### src/rtl/online_add_ctrl_if.sv
// ----------------------------------------------------------------------------
// online_add_ctrl_if
//   Bundles every non-clock signal of online_add_ctrl: the two requester
//   handshakes with their signed-digit operands, the shared result bus and
//   the bit-serial link to the attached online adder.
//
//   Parameter
//     N            operand length in signed digits (must match the controller)
//
//   Signals (direction seen from the controller, modport slave)
//     req0, req1                            in   operation requests
//     x0_plus/x0_minus/y0_plus/y0_minus     in   requester-0 operands [N-1:0]
//     x1_plus/x1_minus/y1_plus/y1_minus     in   requester-1 operands [N-1:0]
//     gnt0, gnt1                            out  operands captured (1-cycle)
//     done0, done1                          out  result valid (1-cycle)
//     res_plus, res_minus                   out  result digits [N:0]
//     busy                                  out  controller not idle
//     err                                   out  invalid-digit flag
//     adder_clr                             out  adder state clear
//     x_plus/x_minus/y_plus/y_minus         out  digit stream to adder
//     z_plus, z_minus                       in   digit stream from adder
//
//   modport slave  : used by the controller
//   modport master : used by whatever drives requests and models the adder
// ----------------------------------------------------------------------------
interface online_add_ctrl_if #(
  parameter int N = 8
);

  logic         req0;
  logic         req1;
  logic [N-1:0] x0_plus;
  logic [N-1:0] x0_minus;
  logic [N-1:0] y0_plus;
  logic [N-1:0] y0_minus;
  logic [N-1:0] x1_plus;
  logic [N-1:0] x1_minus;
  logic [N-1:0] y1_plus;
  logic [N-1:0] y1_minus;
  logic         gnt0;
  logic         gnt1;
  logic         done0;
  logic         done1;
  logic [N:0]   res_plus;
  logic [N:0]   res_minus;
  logic         busy;
  logic         err;
  logic         adder_clr;
  logic         x_plus;
  logic         x_minus;
  logic         y_plus;
  logic         y_minus;
  logic         z_plus;
  logic         z_minus;

  modport slave (
    input  req0, req1,
    input  x0_plus, x0_minus, y0_plus, y0_minus,
    input  x1_plus, x1_minus, y1_plus, y1_minus,
    output gnt0, gnt1, done0, done1,
    output res_plus, res_minus, busy, err,
    output adder_clr, x_plus, x_minus, y_plus, y_minus,
    input  z_plus, z_minus
  );

  modport master (
    output req0, req1,
    output x0_plus, x0_minus, y0_plus, y0_minus,
    output x1_plus, x1_minus, y1_plus, y1_minus,
    input  gnt0, gnt1, done0, done1,
    input  res_plus, res_minus, busy, err,
    input  adder_clr, x_plus, x_minus, y_plus, y_minus,
    output z_plus, z_minus
  );

endinterface

### src/rtl/online_add_ctrl.sv
// ----------------------------------------------------------------------------
// online_add_ctrl
//   Shares one bit-serial online adder between two requesters. A granted
//   requester's operands are latched, the adder is cleared for one cycle,
//   the operand digits are streamed MSD first for N cycles, DELTA zero
//   digits flush the adder pipeline, and the N+1 result digits shifted in
//   from the adder are presented with a one-cycle done pulse.
//
//   Parameters
//     N      operand length in signed digits (N >= 2)
//     DELTA  online delay of the attached adder (1..4)
//
//   Ports
//     clk    single clock, rising edge
//     rst    synchronous, active-high reset
//     bus    online_add_ctrl_if.slave (requests, operands, grants, done,
//            result, busy, err, adder link)
//
//   Optional build macro
//     ONLINE_ADD_CTRL_DIGIT_CHECK_EN  when defined, an operand digit with
//     plus=minus=1 is fed to the adder as 0 and err is raised in the DONE
//     cycle of that operation; when undefined digits pass unchanged and err
//     is tied low.
//
//   Timing: a grant taken in IDLE at cycle t gives done at t+2+N+DELTA.
//   All outputs are registered and line up with the state they belong to.
// ----------------------------------------------------------------------------
module online_add_ctrl #(
  parameter int N     = 8,
  parameter int DELTA = 2
) (
  input  logic             clk,
  input  logic             rst,
  online_add_ctrl_if.slave bus
);

  // Feed index k runs 0..N+DELTA-1 across FEED and FLUSH.
  localparam int K_W = $clog2(N + DELTA + 1);
  localparam logic [K_W-1:0] K_FEED_LAST  = K_W'(N - 1);
  localparam logic [K_W-1:0] K_FLUSH_LAST = K_W'(N + DELTA - 1);
  localparam logic [K_W-1:0] K_CAP_FIRST  = K_W'(DELTA - 1);
  localparam logic [K_W-1:0] K_ONE        = K_W'(1);

  typedef enum logic [2:0] {
    IDLE  = 3'd0,
    CLR   = 3'd1,
    FEED  = 3'd2,
    FLUSH = 3'd3,
    DONE  = 3'd4
  } state_t;

  state_t         state_r;
  state_t         state_nxt_s;
  logic [K_W-1:0] k_r;
  logic           ptr_r;        // requester preferred on a tie
  logic           owner_r;      // requester being served

  logic           req_any_s;
  logic           grant_sel_s;
  logic           grant_s;
  logic           load_digit_s;
  logic           capture_s;

  logic [N-1:0]   xp_r;
  logic [N-1:0]   xm_r;
  logic [N-1:0]   yp_r;
  logic [N-1:0]   ym_r;
  logic [1:0]     x_dig_s;
  logic [1:0]     y_dig_s;

  logic           gnt0_r;
  logic           gnt1_r;
  logic           done0_r;
  logic           done1_r;
  logic           busy_r;
  logic           adder_clr_r;
  logic           x_plus_r;
  logic           x_minus_r;
  logic           y_plus_r;
  logic           y_minus_r;
  logic [N:0]     res_plus_r;
  logic [N:0]     res_minus_r;

  // Digit actually sent to the adder for a latched {plus, minus} pair.
  function automatic logic [1:0] fed_digit(input logic p, input logic m);
    logic [1:0] d;
    d = {p, m};
`ifdef ONLINE_ADD_CTRL_DIGIT_CHECK_EN
    if (p && m) begin
      d = 2'b00;
    end else begin
      d = {p, m};
    end
`endif
    return d;
  endfunction

  // Round-robin choice: a lone request wins outright, a tie goes to ptr_r.
  always_comb begin
    req_any_s = bus.req0 | bus.req1;
    if (bus.req0 && bus.req1) begin
      grant_sel_s = ptr_r;
    end else if (bus.req1) begin
      grant_sel_s = 1'b1;
    end else begin
      grant_sel_s = 1'b0;
    end
    grant_s = (state_r == IDLE) && req_any_s;
  end

  // Next-state logic of the sequencing FSM.
  always_comb begin
    state_nxt_s = state_r;
    case (state_r)
      IDLE: begin
        if (req_any_s) begin
          state_nxt_s = CLR;
        end else begin
          state_nxt_s = IDLE;
        end
      end
      CLR: begin
        state_nxt_s = FEED;
      end
      FEED: begin
        if (k_r == K_FEED_LAST) begin
          state_nxt_s = FLUSH;
        end else begin
          state_nxt_s = FEED;
        end
      end
      FLUSH: begin
        if (k_r == K_FLUSH_LAST) begin
          state_nxt_s = DONE;
        end else begin
          state_nxt_s = FLUSH;
        end
      end
      DONE: begin
        state_nxt_s = IDLE;
      end
      default: begin
        state_nxt_s = IDLE;
      end
    endcase
  end

  // Per-cycle strobes: which edge loads a new digit and which samples z.
  always_comb begin
    load_digit_s = (state_nxt_s == FEED);
    // z is valid from feed index DELTA-1 onwards; the last capture lands on
    // the edge into DONE, so res is stable for the whole DONE cycle.
    capture_s    = ((state_r == FEED) || (state_r == FLUSH)) && (k_r >= K_CAP_FIRST);
    x_dig_s      = fed_digit(xp_r[N-1], xm_r[N-1]);
    y_dig_s      = fed_digit(yp_r[N-1], ym_r[N-1]);
  end

  // State register, feed index and round-robin pointer.
  always_ff @(posedge clk) begin
    if (rst) begin
      state_r <= IDLE;
      k_r     <= '0;
      ptr_r   <= 1'b0;
    end else begin
      state_r <= state_nxt_s;
      if ((state_r == FEED) || (state_r == FLUSH)) begin
        k_r <= k_r + K_ONE;
      end else begin
        k_r <= '0;
      end
      if (state_r == DONE) begin
        ptr_r <= ~owner_r;
      end
    end
  end

  // Operand shift registers: loaded at grant, consumed MSD first in FEED.
  always_ff @(posedge clk) begin
    if (rst) begin
      owner_r <= 1'b0;
      xp_r    <= '0;
      xm_r    <= '0;
      yp_r    <= '0;
      ym_r    <= '0;
    end else if (grant_s) begin
      owner_r <= grant_sel_s;
      xp_r    <= grant_sel_s ? bus.x1_plus  : bus.x0_plus;
      xm_r    <= grant_sel_s ? bus.x1_minus : bus.x0_minus;
      yp_r    <= grant_sel_s ? bus.y1_plus  : bus.y0_plus;
      ym_r    <= grant_sel_s ? bus.y1_minus : bus.y0_minus;
    end else if (load_digit_s) begin
      xp_r    <= {xp_r[N-2:0], 1'b0};
      xm_r    <= {xm_r[N-2:0], 1'b0};
      yp_r    <= {yp_r[N-2:0], 1'b0};
      ym_r    <= {ym_r[N-2:0], 1'b0};
    end
  end

  // Registered handshake, control and digit-stream outputs.
  always_ff @(posedge clk) begin
    if (rst) begin
      gnt0_r      <= 1'b0;
      gnt1_r      <= 1'b0;
      done0_r     <= 1'b0;
      done1_r     <= 1'b0;
      busy_r      <= 1'b0;
      adder_clr_r <= 1'b0;
      x_plus_r    <= 1'b0;
      x_minus_r   <= 1'b0;
      y_plus_r    <= 1'b0;
      y_minus_r   <= 1'b0;
    end else begin
      gnt0_r      <= grant_s && !grant_sel_s;
      gnt1_r      <= grant_s && grant_sel_s;
      done0_r     <= (state_nxt_s == DONE) && !owner_r;
      done1_r     <= (state_nxt_s == DONE) && owner_r;
      busy_r      <= (state_nxt_s != IDLE);
      adder_clr_r <= (state_nxt_s == CLR);
      x_plus_r    <= load_digit_s ? x_dig_s[1] : 1'b0;
      x_minus_r   <= load_digit_s ? x_dig_s[0] : 1'b0;
      y_plus_r    <= load_digit_s ? y_dig_s[1] : 1'b0;
      y_minus_r   <= load_digit_s ? y_dig_s[0] : 1'b0;
    end
  end

  // Result shift register: cleared entering CLR, filled MSD first from z.
  always_ff @(posedge clk) begin
    if (rst) begin
      res_plus_r  <= '0;
      res_minus_r <= '0;
    end else if (state_nxt_s == CLR) begin
      res_plus_r  <= '0;
      res_minus_r <= '0;
    end else if (capture_s) begin
      res_plus_r  <= {res_plus_r[N-1:0], bus.z_plus};
      res_minus_r <= {res_minus_r[N-1:0], bus.z_minus};
    end
  end

`ifdef ONLINE_ADD_CTRL_DIGIT_CHECK_EN
  logic bad_r;
  logic err_r;

  // True when a latched digit is the illegal pair plus=minus=1.
  function automatic logic is_bad_digit(input logic p, input logic m);
    return p & m;
  endfunction

  // Sticky per-operation invalid-digit flag, reported in the DONE cycle.
  always_ff @(posedge clk) begin
    if (rst) begin
      bad_r <= 1'b0;
      err_r <= 1'b0;
    end else begin
      if (grant_s) begin
        bad_r <= 1'b0;
      end else if (load_digit_s &&
                   (is_bad_digit(xp_r[N-1], xm_r[N-1]) ||
                    is_bad_digit(yp_r[N-1], ym_r[N-1]))) begin
        bad_r <= 1'b1;
      end
      err_r <= (state_nxt_s == DONE) && bad_r;
    end
  end

  assign bus.err = err_r;
`else
  assign bus.err = 1'b0;
`endif

  assign bus.gnt0      = gnt0_r;
  assign bus.gnt1      = gnt1_r;
  assign bus.done0     = done0_r;
  assign bus.done1     = done1_r;
  assign bus.busy      = busy_r;
  assign bus.adder_clr = adder_clr_r;
  assign bus.x_plus    = x_plus_r;
  assign bus.x_minus   = x_minus_r;
  assign bus.y_plus    = y_plus_r;
  assign bus.y_minus   = y_minus_r;
  assign bus.res_plus  = res_plus_r;
  assign bus.res_minus = res_minus_r;

endmodule

### src/flat_wrapper.sv
// flat-port wrapper written by rule: the top's interface ports become plain ports
module online_add_ctrl_flat 
#(
  parameter int N     = 8,
  parameter int DELTA = 2
)
  (clk, rst, bus_req0, bus_req1, bus_x0_plus, bus_x0_minus, bus_y0_plus, bus_y0_minus, bus_x1_plus, bus_x1_minus, bus_y1_plus, bus_y1_minus, bus_gnt0, bus_gnt1, bus_done0, bus_done1, bus_res_plus, bus_res_minus, bus_busy, bus_err, bus_adder_clr, bus_x_plus, bus_x_minus, bus_y_plus, bus_y_minus, bus_z_plus, bus_z_minus);
  online_add_ctrl_if #(.N(N)) bus_i ();
  input  logic clk;
  input  logic rst;
  input wire logic [$bits(bus_i.req0)-1:0] bus_req0;
  input wire logic [$bits(bus_i.req1)-1:0] bus_req1;
  input wire logic [$bits(bus_i.x0_plus)-1:0] bus_x0_plus;
  input wire logic [$bits(bus_i.x0_minus)-1:0] bus_x0_minus;
  input wire logic [$bits(bus_i.y0_plus)-1:0] bus_y0_plus;
  input wire logic [$bits(bus_i.y0_minus)-1:0] bus_y0_minus;
  input wire logic [$bits(bus_i.x1_plus)-1:0] bus_x1_plus;
  input wire logic [$bits(bus_i.x1_minus)-1:0] bus_x1_minus;
  input wire logic [$bits(bus_i.y1_plus)-1:0] bus_y1_plus;
  input wire logic [$bits(bus_i.y1_minus)-1:0] bus_y1_minus;
  output wire logic [$bits(bus_i.gnt0)-1:0] bus_gnt0;
  output wire logic [$bits(bus_i.gnt1)-1:0] bus_gnt1;
  output wire logic [$bits(bus_i.done0)-1:0] bus_done0;
  output wire logic [$bits(bus_i.done1)-1:0] bus_done1;
  output wire logic [$bits(bus_i.res_plus)-1:0] bus_res_plus;
  output wire logic [$bits(bus_i.res_minus)-1:0] bus_res_minus;
  output wire logic [$bits(bus_i.busy)-1:0] bus_busy;
  output wire logic [$bits(bus_i.err)-1:0] bus_err;
  output wire logic [$bits(bus_i.adder_clr)-1:0] bus_adder_clr;
  output wire logic [$bits(bus_i.x_plus)-1:0] bus_x_plus;
  output wire logic [$bits(bus_i.x_minus)-1:0] bus_x_minus;
  output wire logic [$bits(bus_i.y_plus)-1:0] bus_y_plus;
  output wire logic [$bits(bus_i.y_minus)-1:0] bus_y_minus;
  input wire logic [$bits(bus_i.z_plus)-1:0] bus_z_plus;
  input wire logic [$bits(bus_i.z_minus)-1:0] bus_z_minus;
  assign bus_i.req0 = bus_req0;
  assign bus_i.req1 = bus_req1;
  assign bus_i.x0_plus = bus_x0_plus;
  assign bus_i.x0_minus = bus_x0_minus;
  assign bus_i.y0_plus = bus_y0_plus;
  assign bus_i.y0_minus = bus_y0_minus;
  assign bus_i.x1_plus = bus_x1_plus;
  assign bus_i.x1_minus = bus_x1_minus;
  assign bus_i.y1_plus = bus_y1_plus;
  assign bus_i.y1_minus = bus_y1_minus;
  assign bus_gnt0 = bus_i.gnt0;
  assign bus_gnt1 = bus_i.gnt1;
  assign bus_done0 = bus_i.done0;
  assign bus_done1 = bus_i.done1;
  assign bus_res_plus = bus_i.res_plus;
  assign bus_res_minus = bus_i.res_minus;
  assign bus_busy = bus_i.busy;
  assign bus_err = bus_i.err;
  assign bus_adder_clr = bus_i.adder_clr;
  assign bus_x_plus = bus_i.x_plus;
  assign bus_x_minus = bus_i.x_minus;
  assign bus_y_plus = bus_i.y_plus;
  assign bus_y_minus = bus_i.y_minus;
  assign bus_i.z_plus = bus_z_plus;
  assign bus_i.z_minus = bus_z_minus;
  online_add_ctrl #(.N(N), .DELTA(DELTA)) u_core (.clk(clk), .rst(rst), .bus(bus_i));
endmodule
### config.mk
export PLATFORM = sky130hd
export DESIGN_NAME = online_add_ctrl_flat
export DESIGN_NICKNAME = d
export VERILOG_FILES = /design/src/rtl/online_add_ctrl_if.sv /design/src/rtl/online_add_ctrl.sv /design/src/flat_wrapper.sv
export SDC_FILE = /design/constraint.sdc
export NUM_CORES = 1
export LEC_CHECK = 0
export CAP_MARGIN = 20
export CELL_PAD_IN_SITES_DETAIL_PLACEMENT = 0
export CELL_PAD_IN_SITES_GLOBAL_PLACEMENT = 1
export CORE_ASPECT_RATIO = 0.7
export CORE_MARGIN = 2
export CORE_UTILIZATION = 25
export CTS_CLUSTER_DIAMETER = 60
export DETAILED_ROUTE_END_ITERATION = 6
export GPL_ROUTABILITY_DRIVEN = 0
export PLACE_DENSITY_LB_ADDON = 0.1
export SLEW_MARGIN = 40
export SYNTH_ARGS = -nofsm -noshare
export SYNTH_HDL_FRONTEND = slang
export SYNTH_SLANG_ARGS = --single-unit
### constraint.sdc
create_clock -name clk -period 5.15 [get_ports clk]
set_clock_uncertainty 0.05 [all_clocks]
set_input_delay 1.2875 -clock clk [delete_from_list [all_inputs] [get_ports clk]]
set_output_delay 1.2875 -clock clk [all_outputs]
set_load 0.02 [all_outputs]
**After elaboration in Yosys (flattened, before gate mapping)**

Cells that the tools add are included.

- Register bits: 69
- Bits of input ports: 70
- Logic and storage cells: 69

- Add/subtract/negate cells: 1
- Order comparisons: 1
- Equal/unequal tests: 9
- Multiplexer cells: 18
- Bitwise logic cells: 4
- Reductions and logical operators: 16

Operators with widths:

| operator | count |
|---|---|
| 2-to-1 mux 8 bit | 12 |
| one-hot mux 3 bit (4 select lines) | 1 |
| == test 3 x 2 -> 1 bit (second input constant) | 3 |
| logical AND 1 bit | 7 |
| == test 3 x 1 -> 1 bit (second input constant) | 2 |
| == test 3 bit (second input constant) | 2 |
| OR reduction 2 bit | 3 |
| adder 4 x 1 -> 4 bit (second input constant) | 1 |
| == test 4 x 3 -> 1 bit (second input constant) | 1 |
| == test 4 bit (second input constant) | 1 |
| >= comparator 4 x 1 -> 1 bit (second input constant) | 1 |
| 2-to-1 mux 1 bit | 4 |
| zero test 3 bit | 1 |
| 2-to-1 mux 3 bit | 1 |
| NOT 1 bit | 3 |
| nonzero test 3 bit | 1 |
| zero test 1 bit | 2 |
| nonzero test 2 bit | 1 |
| logical OR 1 bit | 1 |
| bitwise OR 1 bit | 1 |

**Depth between registers and ports, before layout**

Gate-level depths: netlist (run 1).

- Depth in word-level cells: 6
- Mapped depth: 8
- Depth with buffers taken out: 6

**Least setup slack after synthesis (run 1)**

Ideal clock, no wire load.

- Path type: in2reg
- Start point: input bus_req0
- End point: register u_core.xm_r[6]
- Library setup time: 0.134 ns
- Arrival: 2.236 ns
- Path slack: 2.730 ns
- Cell stages on the path: 6
- Cell sequence: a21boi_1 and2_1 clkbuf_2 buf_2 a222oi_1 a211oi_1

- Cells in the longest elaborated chain, start to end: 5
- Elaborated cells between the ends (all ways): 10

RTL lines:

| element | line | source |
|---|---|---|
| start, declared | flat_wrapper.sv:11 | `input wire logic [$bits(bus_i.req0)-1:0] bus_req0;` |
| bitwise OR 1 bit | online_add_ctrl.sv:100 | `req_any_s = bus.req0 \| bus.req1;` |
| 2-to-1 mux 1 bit | online_add_ctrl.sv:116 | `if (req_any_s) begin` |
| one-hot mux 3 bit (4 select lines) | online_add_ctrl.sv:114 | `case (state_r)` |
| == test 3 x 2 -> 1 bit | online_add_ctrl.sv:150 | `load_digit_s = (state_nxt_s == FEED);` |
| nonzero test 2 bit (no line) | - |  |
| end signal, assigned | online_add_ctrl.sv:188 | `xm_r <= grant_sel_s ? bus.x1_minus : bus.x0_minus;` |
| end signal, assigned | online_add_ctrl.sv:193 | `xm_r <= {xm_r[N-2:0], 1'b0};` |
| end, declared | online_add_ctrl.sv:65 | `logic [N-1:0] xm_r;` |

Several ways; a longest one is shown, not always the timed one.
A chain may end at the register's enable or synchronous reset.

**Final worst setup path (run 1)**

- Start point: input bus_req0
- End point: register u_core.yp_r[1]

- Cells in the longest elaborated chain, start to end: 5
- Elaborated cells between the ends (all ways): 10

RTL lines:

| element | line | source |
|---|---|---|
| bitwise OR 1 bit | online_add_ctrl.sv:100 |  |
| 2-to-1 mux 1 bit | online_add_ctrl.sv:116 |  |
| one-hot mux 3 bit (4 select lines) | online_add_ctrl.sv:114 |  |
| == test 3 x 2 -> 1 bit | online_add_ctrl.sv:150 |  |
| nonzero test 2 bit (no line) | - |  |
| end signal, assigned | online_add_ctrl.sv:189 | `yp_r <= grant_sel_s ? bus.y1_plus : bus.y0_plus;` |
| end signal, assigned | online_add_ctrl.sv:194 | `yp_r <= {yp_r[N-2:0], 1'b0};` |
| end, declared | online_add_ctrl.sv:66 | `logic [N-1:0] yp_r;` |

Several ways; a longest one is shown, not always the timed one.

==> impl_metrics.yaml, run 1 <==
setup_path:
  critPathKind: "in -> reg"
  arrival_ns: 3.44
  start_kind: "input pin"
  required_ns: 5.34
  rr_worst_depth: 5
  cp-end-kind: "flip-flop"
  crit_fanout: 20
timing:
  maxSlewHeadroom: 0.469
  setup-violations-final: 0
  period_share: 0.631
  drv_slew: 0
  maxClockFrequency_mhz: 308
  rsz0062_at_grt: "no"
  period_minus_slack_ns: 3.25
  worst_pin_slew_ns: 0.793
  finalHoldViolCount: 0
  setup_slack_ns: 1.90
  totalNegativeSetupSlack_ns: 0
grt:
  grt_max_degree: 41
  grt_pass1_wl_mm: 12.9
  grt_usage: 0.136
  antenna_found_initial: 0
  grt_pass1_vias: 2427
  grt.overflow.total: 0
floorplan:
  rows: 32
  start_util: 0.257
  core-area_um2: 11100
  die-area_um2: 12200
  ios: 99
  die_x_um: 131
  die_y_um: 93.1
cells_and_area:
  final_layout_size_suffix_gt1_frac: 0.0849
  fin_area_um2: 4250
  num_antenna_cells: 0
  mostFrequentLayoutCells: "clkdlybuf4s50_1, dfxtp_1, nor2_1, a222oi_1, a211oi_1"
  finalNetCount: 445
  final_common_cell: "clkdlybuf4s50_1"
  syn_to_final_growth_pct: 50.0
  fillers: 1150
cts:
  postCtsSetupBuffers: 0
  cts-hold-fix-buffers: 0
  cts-buffers-inserted: 9
  path_clk_slew_ns: 0.06
  cts.sinks: 69
  postCtsResizedCells: 0
  htree_levels: 3
  cts_buffer_depth: 2
  insertion_delay_ns: 0.33
  cts_tree: "yes"
  cts_root_buf: "clkbuf_16"
detailed_routing:
  wire_per_inst_um: 15.4
  via_per_inst: 4.74
  drt-initial-drc-count: 221
  ant_nets: 0
  remaining_drc_errors: 0
  dr.pass1.iters: 5
  wl_mm: 8.14
  via_count: 2510
run:
  cap_viol_max_count: 0
synthesis:
  synth-edff-count: 0
  postSynthAreaPerCell_um2: 9.91
  synth_top_area_frac: 0.487
  netlist_top_cells_area: "dfxtp_1, a222oi_1, a211oi_1"
  synthCells: 286
  yosys.area.top_type: "dfxtp_1"
  synth.yosys.seq_area_share: 0.487
  yosys_most_used_dff: "dfxtp_1"
  async_flop_share: 0
  synth_area_um2: 2840
  ys_ff_latch: 69
  yosysUniqueCellTypes: 40
  yosysWarnings: 0
  synth_nets: 359
placed_design:
  place_area_um2: 3930
  io_buffers: 97
  dp_hpwl_mm: 5.57
  pre_cts_slack_ns: 1.58
run_status:
  status: "complete, no violations"
power_and_ir_drop:
  power_density_nw_per_um2: 356
  vdd_drop_max_uv: 147
  p_leak_nw: 1.52
min_path:
  hold_path_depth: 1
  hold_path_class: "reg -> reg"
## area by class of cell
type                       instances  area [µm²]  area share
sequential                        69        1380       0.325
multi-input combinational        183        1300       0.306
timing repair buffer             104        1040       0.244
clock buffer                      10         239      0.0562
tap                              153         191      0.0450
clock inverter                     6        86.3      0.0203
inverter                           5        18.8     0.00441
## synth_stat cells, types with 3 or more instances
cell / n
buf_4: 10
a21oi_1: 4
a222oi_1: 31
buf_2: 10
and2_1: 6
nor2_1: 57
mux2i_1: 18
nand3_1: 3
inv_1: 5
a211oi_1: 29
clkbuf_1: 7
nand2_1: 3
dfxtp_1: 69
and3_1: 3
ha_1: 3
## kinds of logic after synthesis
kind of cell	synth area share
xor+xnor	0.00618
flops	0.487
other cells	0.00132
fa+ha+maj	0.0132
simple gates	0.144
mux	0.0635
buf+inv	0.0658
compound gates	0.219
## critical path, stage by stage
cell	delay [ns]
clkdlybuf4s50_1	0.62
a21boi_1	0.23
and2_1	0.51
buf_4	0.35
a222oi_1	0.15
a211oi_1	0.28
## path summary, 6_finish.rpt
kind                                         from                 end  slack, ns
worst max-delay path                     bus_req0      u_core.yp_r[1]       1.90
worst min-delay path               u_core.ym_r[7]  u_core.bus.y_minus       0.41
worst max register to register  u_core.state_r[1]      u_core.yp_r[1]       2.85
worst min register to register     u_core.ym_r[7]  u_core.bus.y_minus       0.41
## through the flow
step / power [W] / std cells / hold WS (ns) / util
after detailed placement: 0.000861 / 514 / 0.402 / 0.356
final: 0.00151 / 530 / 0.408 / 0.385
after floorplan: 0.000758 / 286 / 0.374 / -
after CTS: 0.00154 / 530 / 0.415 / 0.385
after global placement: 0.000858 / 513 / 0.399 / 0.354
after global routing: 0.00159 / 530 / 0.448 / 0.385
## metal layers
metal / track usage / up-vias / wire (µm)
met3: 0.0434 / 7 / 438
met5: 0 / - / 0
met1: 0.191 / 1177 / 4110
li1: - / 1253 / -
met2: 0.193 / 73 / 3520
met4: 0.0489 / 0 / 80
## flip-flops by register name (all words and copies together), names as in the netlist
signal                cells
u_core.bus.adder_clr      1
u_core.bus.res_minus      9
u_core.bus.y_minus        1
u_core.ym_r               8
u_core.bus.gnt0           1
u_core.state_r            3
u_core.bus.x_plus         1
u_core.xp_r               8
u_core.bus.x_minus        1
u_core.k_r                4
u_core.bus.busy           1
u_core.bus.res_plus       9
u_core.owner_r            1
u_core.bus.done1          1
u_core.bus.y_plus         1
u_core.xm_r               8
u_core.yp_r               8
u_core.ptr_r              1
u_core.bus.gnt1           1
u_core.bus.done0          1
## power breakdown
part	switching, W	internal (W)	total, W	leakage [nW]
Combinational	0.000119	0.000125	0.000245	0.797
Sequential	0.0000276	0.000576	0.000604	0.564
Clock	0.000230	0.000436	0.000666	0.158
Total	0.000377	0.00114	0.00151	1.52
(Power assumes the default switching activity.)
==> run 2, diff against run 1 <==
==> constraint.sdc (replaced) <==
create_clock -name clk -period 3.3 [get_ports clk]
set_clock_uncertainty 0.05 [all_clocks]
set_input_delay 0.825 -clock clk [delete_from_list [all_inputs] [get_ports clk]]
set_output_delay 0.825 -clock clk [all_outputs]
set_load 0.02 [all_outputs]
==> run 2 against run 1 <==
Against the previous run:
- the run now ends with DRC left
- die area unchanged
- hold slack improved by 0.0011 ns
- flip-flop and latch count unchanged
- first-iteration DRC count decreased by 4.1%
- register-to-register slack got worse by 1.5 ns
- global-route usage increased by 0.27 points
- largest cell class unchanged
- clock power increased by 59%
- core utilization decreased by 0.057 points
- via count decreased by 0.56%
- worst setup slack got worse by 0.98 ns
==> impl_metrics.yaml, run 2 (synthesized netlist as in run 1, its figures left out) <==
setup_path:
  cpMaxStageDelayCell: "clkdlybuf4s50_1"
  start_kind: "input pin"
  path_cells: "clkdlybuf4s50_1 > a21boi_1 > and2_1 > buf_4 > a222oi_1 > a211oi_1"
  crit_fanout: 32
  critical-path-max-stage-delay_ns: 0.51
  rr_worst_depth: 4
  arrival_ns: 2.53
  required_ns: 3.45
  cp-end-kind: "flip-flop"
  critPathKind: "in -> reg"
floorplan:
  die_y_um: 93.1
  die-area_um2: 12200
  start_util: 0.257
  ios: 99
  die_x_um: 131
  rows: 32
  core-area_um2: 11100
run_status:
  status: "finished, violations left"
  violations: "DRC"
grt:
  grt_pass1_vias: 2403
  antenna_found_initial: 0
  grt.overflow.total: 0
  grt_max_degree: 37
  grt_usage: 0.138
  grt_pass1_wl_mm: 13.0
detailed_routing:
  remaining_drc_errors: 2
  drt-initial-drc-count: 212
  wire_per_inst_um: 15.4
  dr.pass1.iters: 7
  wl_mm: 8.17
  via_per_inst: 4.70
  via_count: 2496
  ant_nets: 0
timing:
  finalHoldViolCount: 0
  maxClockFrequency_mhz: 420
  period_share: 0.721
  totalNegativeSetupSlack_ns: 0
  period_minus_slack_ns: 2.38
  rsz0062_at_grt: "no"
  drv_slew: 0
  setup-violations-final: 0
  worst_pin_slew_ns: 0.527
  maxSlewHeadroom: 0.647
cells_and_area:
  multi_input_area_um2: 1290
  final_layout_size_suffix_gt1_frac: 0.0847
  finalNetCount: 446
  postLayoutCoreUtil: 0.384
  final_common_cell: "clkdlybuf4s50_1"
  fillers: 1155
  num_antenna_cells: 0
  fin_area_um2: 4250
  mostFrequentLayoutCells: "clkdlybuf4s50_1, dfxtp_1, nor2_1, a222oi_1, a211oi_1"
  seqCellArea_um2: 1380
  syn_to_final_growth_pct: 49.8
cts:
  htree_levels: 3
  cts_buffer_depth: 2
  cts_root_buf: "clkbuf_16"
  path_clk_slew_ns: 0.06
  postCtsSetupBuffers: 0
  cts_tree: "yes"
  cts.sinks: 69
  postCtsResizedCells: 0
  cts-buffers-inserted: 9
  insertion_delay_ns: 0.33
  cts-hold-fix-buffers: 0
power_and_ir_drop:
  seqPwrFrac: 0.396
  power_w: 0.00238
  p_leak_nw: 1.52
  clockPowerShare: 0.446
  switching_share: 0.253
  p_comb_frac: 0.157
  p_int_w: 0.00178
  power_switching_w: 0.000601
  vdd_drop_max_uv: 235
  power_density_nw_per_um2: 560
placed_design:
  dp_hpwl_mm: 5.58
  place_area_um2: 3920
  io_buffers: 97
min_path:
  hold_path_class: "reg -> reg"
  hold_path_depth: 1
run:
  cap_viol_max_count: 0
[run 2: cell count changes in the layout (fill, tap and decap cells not counted), sizes merged]
cell / delta
inv: +2
buf: +1
clkinv: -2
[run 2: per-layer routing]
layer / share of wire / wire [µm] / up-vias / GRT usage
li1: - / - / 1260 / -
met1: 0.52 / 4270 / 1159 / 0.196
met2: 0.42 / 3400 / 70 / 0.193
met3: 0.047 / 385 / 7 / 0.0434
met4: 0.014 / 117 / 0 / 0.0571
met5: 0 / 0 / - / 0
[run 2: critical path: cells and delay by family]
family / cells / cell delay (ns)
simple gates: 1 / 0.16
compound gates: 3 / 0.79
buf+inv: 2 / 0.74
[run 2: power groups by stage]
stage               clock network, W  registers (W)  logic (W)
finish                       0.00106       0.000943   0.000374
global route                 0.00113       0.000952   0.000415
CTS                          0.00110       0.000943   0.000382
detailed placement                 0       0.000961   0.000378
global placement                   0       0.000960   0.000377
floorplan                          0       0.000948   0.000235
[run 2: stage by stage]
step | setup WS [ns] | instances | hold WS, ns
after floorplan | 1.34 | 286 | 0.374
after global placement | 0.617 | 515 | 0.399
after detailed placement | 0.579 | 515 | 0.400
after CTS | 0.932 | 531 | 0.409
after global routing | 0.747 | 531 | 0.423
final | 0.921 | 531 | 0.409
[run 2: final cells by class]
cell class                 instances  area share
timing repair buffer             105       0.243
sequential                        69       0.325
multi-input combinational        183       0.304
tap                              153      0.0451
inverter                           5     0.00442
clock inverter                     6      0.0221
clock buffer                      10      0.0563
[run 2: final timing paths]
check                    startpoint            endpoint  slack (ns)
hold / removal       u_core.xm_r[7]  u_core.bus.x_minus        0.41
setup reg to reg  u_core.state_r[1]   u_core.bus.y_plus        1.37
hold reg to reg      u_core.xm_r[7]  u_core.bus.x_minus        0.41
setup / recovery           bus_req0      u_core.yp_r[2]        0.92
==> run 3, diff against run 2 <==
==> constraint.sdc (replaced) <==
create_clock -name clk -period 2.4 [get_ports clk]
set_clock_uncertainty 0.05 [all_clocks]
set_input_delay 0.6 -clock clk [delete_from_list [all_inputs] [get_ports clk]]
set_output_delay 0.6 -clock clk [all_outputs]
set_load 0.02 [all_outputs]
==> run 3 against run 2 <==
Against the previous run:
- the run now ends clean
- critical endpoint is now u_core.yp_r[0]
- die area did not move
- sequential power is 38% higher
- cell area rose by 0.80%
- worst setup slack worse by 0.64 ns
- largest cell class unchanged
- power grew 33%
- clock power grew 25%
- highest routed layer unchanged
- core utilization rose by 0.31 points
==> impl_metrics.yaml, run 3 (synthesized netlist as in run 1, its figures left out) <==
run_status:
  status: "complete, no violations"
placed_design:
  place_inst: 517
  pre_cts_slack_ns: -0.0753
  io_buffers: 97
  dp_hpwl_mm: 5.69
timing:
  setup-violations-final: 0
  totalNegativeSetupSlack_ns: 0
  maxClockFrequency_mhz: 471
  drv_slew: 0
  period_share: 0.884
  period_minus_slack_ns: 2.12
  finalHoldViolCount: 0
  rsz0062_at_grt: "no"
  setup_slack_ns: 0.278
run:
  cap_viol_max_count: 0
setup_path:
  r2r_end: "u_core.yp_r[0]"
  critPathKind: "in -> reg"
  rr_worst_depth: 5
  start_kind: "input pin"
  r2r_start: "u_core.k_r[0]"
  crit_fanout: 5
  arrival_ns: 2.29
  required_ns: 2.56
  cp-end-kind: "flip-flop"
  reg2reg_slack_ns: 0.49
cts:
  cts-hold-fix-buffers: 0
  htree_levels: 3
  path_clk_slew_ns: 0.05
  cts_buffer_depth: 2
  cts-buffers-inserted: 9
  cts.sinks: 69
  cts_root_buf: "clkbuf_16"
  insertion_delay_ns: 0.33
  postCtsResizedCells: 0
  postCtsSetupBuffers: 0
  cts_tree: "yes"
grt:
  grt_pass1_wl_mm: 13.3
  grt_pass1_vias: 2545
  grt_usage: 0.139
  antenna_found_initial: 0
  grt.overflow.total: 0
  grt_max_degree: 57
power_and_ir_drop:
  p_leak_nw: 1.53
  power_density_nw_per_um2: 736
  power_w: 0.00315
  vdd_drop_max_uv: 365
min_path:
  hold_path_depth: 1
  whs_endpoint: "u_core.bus.x_minus"
  hold_path_class: "reg -> reg"
  hold_start: "u_core.xm_r[7]"
cells_and_area:
  final_cell_count_no_fill: 533
  mostFrequentLayoutCells: "clkdlybuf4s50_1, dfxtp_1, nor2_1, a222oi_1, a211oi_1"
  postLayoutCoreUtil: 0.387
  finalNetCount: 448
  final_layout_size_suffix_gt1_frac: 0.0895
  syn_to_final_growth_pct: 51.0
  num_antenna_cells: 0
  final_common_cell: "clkdlybuf4s50_1"
floorplan:
  start_util: 0.257
  die-area_um2: 12200
  ios: 99
  core-area_um2: 11100
  die_x_um: 131
  rows: 32
  die_y_um: 93.1
detailed_routing:
  drt-initial-drc-count: 198
  dr.pass1.iters: 6
  wl_mm: 8.12
  via_count: 2529
  wire_per_inst_um: 15.2
  via_per_inst: 4.74
  remaining_drc_errors: 0
  ant_nets: 0
## run 3: cell type report
class	instances	area [µm²]
Clock buffer	10	239
Clock inverter	6	62.6
Fill cell	1135	6770
Inverter	5	18.8
Multi-Input combinational cell	183	1290
Sequential cell	69	1380
Tap cell	153	191
Timing Repair Buffer	107	1100
## run 3: through the flow
| stage | hold slack, ns | area [µm²] |
|---|---|---|
| global placement | 0.399 | 3980 |
| floorplan | 0.374 | 2840 |
| detailed placement | 0.397 | 3980 |
| CTS | 0.410 | 4280 |
| global route | 0.424 | 4280 |
| finish | 0.406 | 4280 |
## run 3: critical path: stages
cell             delay, ns
clkdlybuf4s50_1       0.58
nor4_2                0.11
or4_4                 0.56
a222oi_1              0.36
nor2_1                0.07
## run 3: how the worst max path moves through the flow
stage | start | to | cells after the start
floorplan | u_core.k_r[0] | u_core.bus.res_minus[0] | 8
global route | bus_req1 | u_core.xm_r[0] | 5
detailed placement | bus_req1 | u_core.yp_r[0] | 5
CTS | bus_req1 | u_core.yp_r[0] | 5
global placement | bus_req1 | u_core.xm_r[0] | 5
finish | bus_req1 | u_core.yp_r[0] | 5
## run 3: per-layer routing
metal | routed length (µm) | global-route usage | up-vias | part of all wire
li1 | - | - | 1268 | -
met1 | 4100 | 0.186 | 1179 | 0.51
met2 | 3440 | 0.206 | 75 | 0.42
met3 | 484 | 0.0493 | 7 | 0.060
met4 | 89 | 0.0543 | 0 | 0.011
met5 | 0 | 0 | - | 0
## run 3: where the power goes
group / total (W) / internal (W) / switching (W)
clock network: 0.00132 / 0.000828 / 0.000490
registers: 0.00130 / 0.00124 / 0.0000596
logic: 0.000540 / 0.000288 / 0.000252
total: 0.00315 / 0.00235 / 0.000802
